--- config.mk ---
export PLATFORM = sky130hd
export DESIGN_NAME = adventure_ctrl
export DESIGN_NICKNAME = d
export VERILOG_FILES = /design/src/rtl/adventure_ctrl.sv
export SDC_FILE = /design/constraint.sdc
export NUM_CORES = 1
export LEC_CHECK = 0
export BUFFER_PORTS_ARGS = -buffer_cell sky130_fd_sc_hd__buf_2
export CAP_MARGIN = 20
export CORE_UTILIZATION = 45
export CTS_CLUSTER_SIZE = 14
export DETAILED_ROUTE_END_ITERATION = 8
export GPL_TIMING_DRIVEN = 0
export HOLD_SLACK_MARGIN = 0.02
export PLACE_DENSITY = 0.67
export SETUP_SLACK_MARGIN = 0.4
export SYNTH_ARGS = -nofsm -noshare
export SYNTH_HDL_FRONTEND = slang
export SYNTH_SLANG_ARGS = --single-unit
--- constraint.sdc ---
create_clock -name clk -period 2.82 [get_ports clk]
set_input_delay 0.564 -clock clk [delete_from_list [all_inputs] [get_ports clk]]
set_output_delay 0.564 -clock clk [all_outputs]
set_load 0.03 [all_outputs]
--- src/rtl/adventure_ctrl.sv ---
// Text-adventure game controller: turns edge-detected direction presses into
// room moves, resolves the dragon encounter and enforces the move budget.
module adventure_ctrl #(
    parameter int unsigned MAX_MOVES = 20
) (
    input  logic       clk,
    input  logic       reset,
    input  logic       north,
    input  logic       south,
    input  logic       east,
    input  logic       west,
    input  logic       has_sword,
    output logic [2:0] curr_room,
    output logic       win,
    output logic       dead,
    output logic [7:0] moves
);

    typedef enum logic [2:0] {
        CAVE      = 3'b000,
        TUNNEL    = 3'b001,
        RIVER     = 3'b010,
        STASH     = 3'b011,
        DEN       = 3'b100,
        VICTORY   = 3'b101,
        GRAVEYARD = 3'b110,
        UNUSED    = 3'b111
    } room_t;

    localparam logic [3:0] P_N = 4'b1000;
    localparam logic [3:0] P_S = 4'b0100;
    localparam logic [3:0] P_E = 4'b0010;
    localparam logic [3:0] P_W = 4'b0001;

    room_t      room;
    room_t      room_nxt;
    logic [3:0] dirs;
    logic [3:0] prev;
    logic [3:0] press;
    logic       single;
    logic       at_limit;
    logic       accept;

    assign dirs      = {north, south, east, west};
    assign press     = dirs & ~prev;
    assign single    = $onehot(press);
    assign at_limit  = (moves == 8'(MAX_MOVES));
    assign curr_room = room;

    always_comb begin
        room_nxt = room;
        accept   = 1'b0;
        case (room)
            CAVE, TUNNEL, RIVER, STASH: begin
                // The budget check wins over any request in the same cycle.
                if (at_limit) begin
                    room_nxt = GRAVEYARD;
                end else if (single) begin
                    case (room)
                        CAVE: begin
                            if (press == P_E) begin room_nxt = TUNNEL; accept = 1'b1; end
                        end
                        TUNNEL: begin
                            if (press == P_S) begin room_nxt = RIVER; accept = 1'b1; end
                            if (press == P_W) begin room_nxt = CAVE;  accept = 1'b1; end
                        end
                        RIVER: begin
                            if (press == P_N) begin room_nxt = TUNNEL; accept = 1'b1; end
                            if (press == P_W) begin room_nxt = STASH;  accept = 1'b1; end
                            if (press == P_E) begin room_nxt = DEN;    accept = 1'b1; end
                        end
                        default: begin
                            if (press == P_E) begin room_nxt = RIVER; accept = 1'b1; end
                        end
                    endcase
                end
            end
            DEN:                room_nxt = has_sword ? VICTORY : GRAVEYARD;
            VICTORY, GRAVEYARD: room_nxt = room;
            default:            room_nxt = CAVE;
        endcase
    end

    always_ff @(posedge clk) begin
        if (reset) begin
            room  <= CAVE;
            moves <= '0;
            prev  <= '1;
            win   <= 1'b0;
            dead  <= 1'b0;
        end else begin
            room <= room_nxt;
            prev <= dirs;
            if (accept && (moves < 8'(MAX_MOVES)))
                moves <= moves + 8'd1;
            win  <= (room_nxt == VICTORY);
            dead <= (room_nxt == GRAVEYARD);
        end
    end

endmodule

==> impl_results.md <==
- Number of CTS-inserted buffers: 3
- Crit path kind: flop to flop
- Fin crit period: 2.38 ns
- Pleak: 0.000644 uW
- Top Ports: 20
- Initial core utilization: 0.474
- DRT Pass-1 Iters: 6
- Worst hold path class: input pin to flop
- Clk sinks: 17
- Final period util: 0.845
- Critical Path End: dead
- Slew @ Worst Pin: around 0.43 ns
- Initial antenna violation count: 0
- Routed WL: 2.41 mm
- First-pass GRT wire length: 3.38 mm
- Async SR Flop Fraction: 0
- Vias in the first global route: between 700 and 800
- Avg Inst Size Synth: 9.12 um^2
- Die X: a little over 50 um
- CP startpoint: prev[3]
- CTS tree: built
- Area post-placement: 0.00120 mm^2
- Post-CTS Hold Fix Bufs: 0
- Max_cap viols: 0
- Reg2reg path depth: 13
- Final instance area: 0.00139 mm^2
- Worst-Skew Late Latency: slightly below 0.3 ns
- Synth-to-layout area growth: 32.3%
- Worst vdd rail ir drop: 0.277 mV
- Routed via count: 956
- Crit start category: flop
- Most frequent cells in the layout: 19 x buf_2, 17 x dfxtp_1, 8 x nor2_1
- Die area: between 0.002 and 0.003 mm^2
- IO buf count: 19
- FF-to-FF End: dead
- EDFF count, synth: 0
- CP Capture Type: flop
- Slew Limit Fails: 0
- DRT antenna net count: 0
- Slew margin rel.: 0.710
- Routed WL per cell: about 14 um
- FP Rows: 17
- CP required: 3.05 ns
- WHS: between 0.4 and 0.5 ns
- Status: complete, no violations
- Endpoints failing hold: 0
- Highest Clock Rate: 420 MHz
- Final setup vio count: 0
- Post-route DRC: 0
- Post-Syn Area: 0.00105 mm^2
- Total power: 568 uW
- GRT Resource Usage Total: 0.179
- Gate Count Post-Synth: 115
- RePlAce Congestion: between 0.8 and 0.9
- Final Skew: between 0.001 and 0.0015 ns
- Worst-path clk slew: 0.10 ns
- Power Density: around 400 mW/mm^2
- GRT overflow: 0
- Syn Nets: 129
- DP HPWL: between 1.5 and 2 mm
- Worst-path maximum fanout: 3
- Clock Path Buffers: 2
- Worst Path Arrival: 2.61 ns
- Synthesis Warnings: 0
- Reg2Reg Setup Slack: 0.44 ns
- Die Y: between 50 and 60 um
- Fraction of the yosys area taken by sequential cells: 0.325
- Fin util: 0.627
- DR vias/cell: 5.49
- Unrepaired setup endpoints after global routing: yes
- Setup ws final: between 0.4 and 0.5 ns
- DP Worst Slack: -0.0236 ns
- Ys flop type: dfxtp_1
- Antenna Cells: 0
- Final nets: 161
- Drt initial violations: 18
- Synth cell types: between 40 and 50
- Critical R2R Launch: prev[3]
- Core outline area: 0.00221 mm^2
- Largest net degree at the start of global routing: 11
- Leading cell type in the layout, fill and taps excluded: buf_2
- Number of synthesized register bits: 17
- H-tree depth: 1
- Share of layout cells above drive strength 1: 0.404
- Root Driver: clkbuf_4
## Yosys cell counts, types with 2 or more instances
cell / instances / share of area
or2_2: 4 / 0.024
a31oi_1: 3 / 0.018
mux2_1: 3 / 0.032
nor3_1: 2 / 0.0095
nand3_1: 3 / 0.014
o2111ai_1: 2 / 0.017
and4_1: 2 / 0.017
dfxtp_1: 17 / 0.32
mux2i_1: 2 / 0.019
nand2_1: 4 / 0.014
xnor2_1: 3 / 0.025
ha_1: 6 / 0.072
nand2b_1: 2 / 0.012
buf_2: 2 / 0.0095
inv_1: 8 / 0.029
a21oi_1: 6 / 0.029
nor2_1: 10 / 0.036
nor2b_1: 7 / 0.042
## metal layers
| metal | vias up | GRT usage | wire, um |
|---|---|---|---|
| met1 | 446 | 0.210 | 1010 |
| met5 | - | 0 | 0 |
| li1 | 472 | - | - |
| met2 | 34 | 0.298 | 1240 |
| met3 | 4 | 0.0576 | 122 |
| met4 | 0 | 0.0714 | 34 |
## how the worst min path moves through the flow
| stage | start | to | cells after the start |
|---|---|---|---|
| floorplan | moves[1] | moves[1] | 2 |
| detailed placement | moves[6] | moves[6] | 1 |
| finish | north | prev[3] | 2 |
| global placement | moves[7] | moves[7] | 1 |
| CTS | north | prev[3] | 2 |
| global route | north | prev[3] | 2 |
## repair_timing
item	4_1_cts	5_1_grt
gates resized for setup	3	16
endpoints found under the hold margin	0	0
setup endpoints to repair	6	10
cloned	0	0
pin swaps	4	7
buffers inserted	7	1
## worst max-delay path: stages, from the launching register on
cell      delay, ns
dfxtp_1        0.32
nand2b_4       0.11
buf_6          0.10
inv_4          0.04
fa_1           0.55
inv_2          0.07
buf_6          0.11
buf_6          0.10
buf_6          0.10
buf_6          0.10
xnor2_2        0.13
a211oi_2       0.09
a311o_1        0.36
a21oi_1        0.15
## state kept, by name, indices dropped and copies added (netlist names)
| register | cells |
|---|---|
| win | 1 |
| prev | 4 |
| curr_room | 3 |
| moves | 8 |
| dead | 1 |
## cell type report
cell class / count / area [um^2]
clock buffers: 3 / 22.5
plain buffers: 4 / 31.3
clock inverters: 1 / 5.00
well taps: 28 / 35.0
multi-input cells: 84 / 734
flip-flops and latches: 17 / 340
repair buffers: 27 / 176
fillers: 193 / 825
inverters: 10 / 42.5
## cells by family after synthesis
group / after synthesis / share of synthesized area
buffers and inverters: 14 / 0.0621
XOR/XNOR: 3 / 0.0251
AND/OR/NAND/NOR: 42 / 0.241
multiplexers: 6 / 0.0656
flip-flops: 17 / 0.325
AO/OA/AOI/OAI: 26 / 0.191
adder cells (fa/ha/maj): 7 / 0.0907
## metrics by stage
stage / setup TNS (ns) / std cells
after floorplan: 0 / 115
after global placement: 0 / 162
after detailed placement: -0.0236 / 162
after CTS: 0 / 173
after global routing: 0 / 174
final: 0 / 174
## report_power, final
part           internal (uW)  switching (uW)
Combinational           89.0            96.3
Clock                   52.8            75.8
Sequential               248            5.72
(Power assumes the default switching activity.)
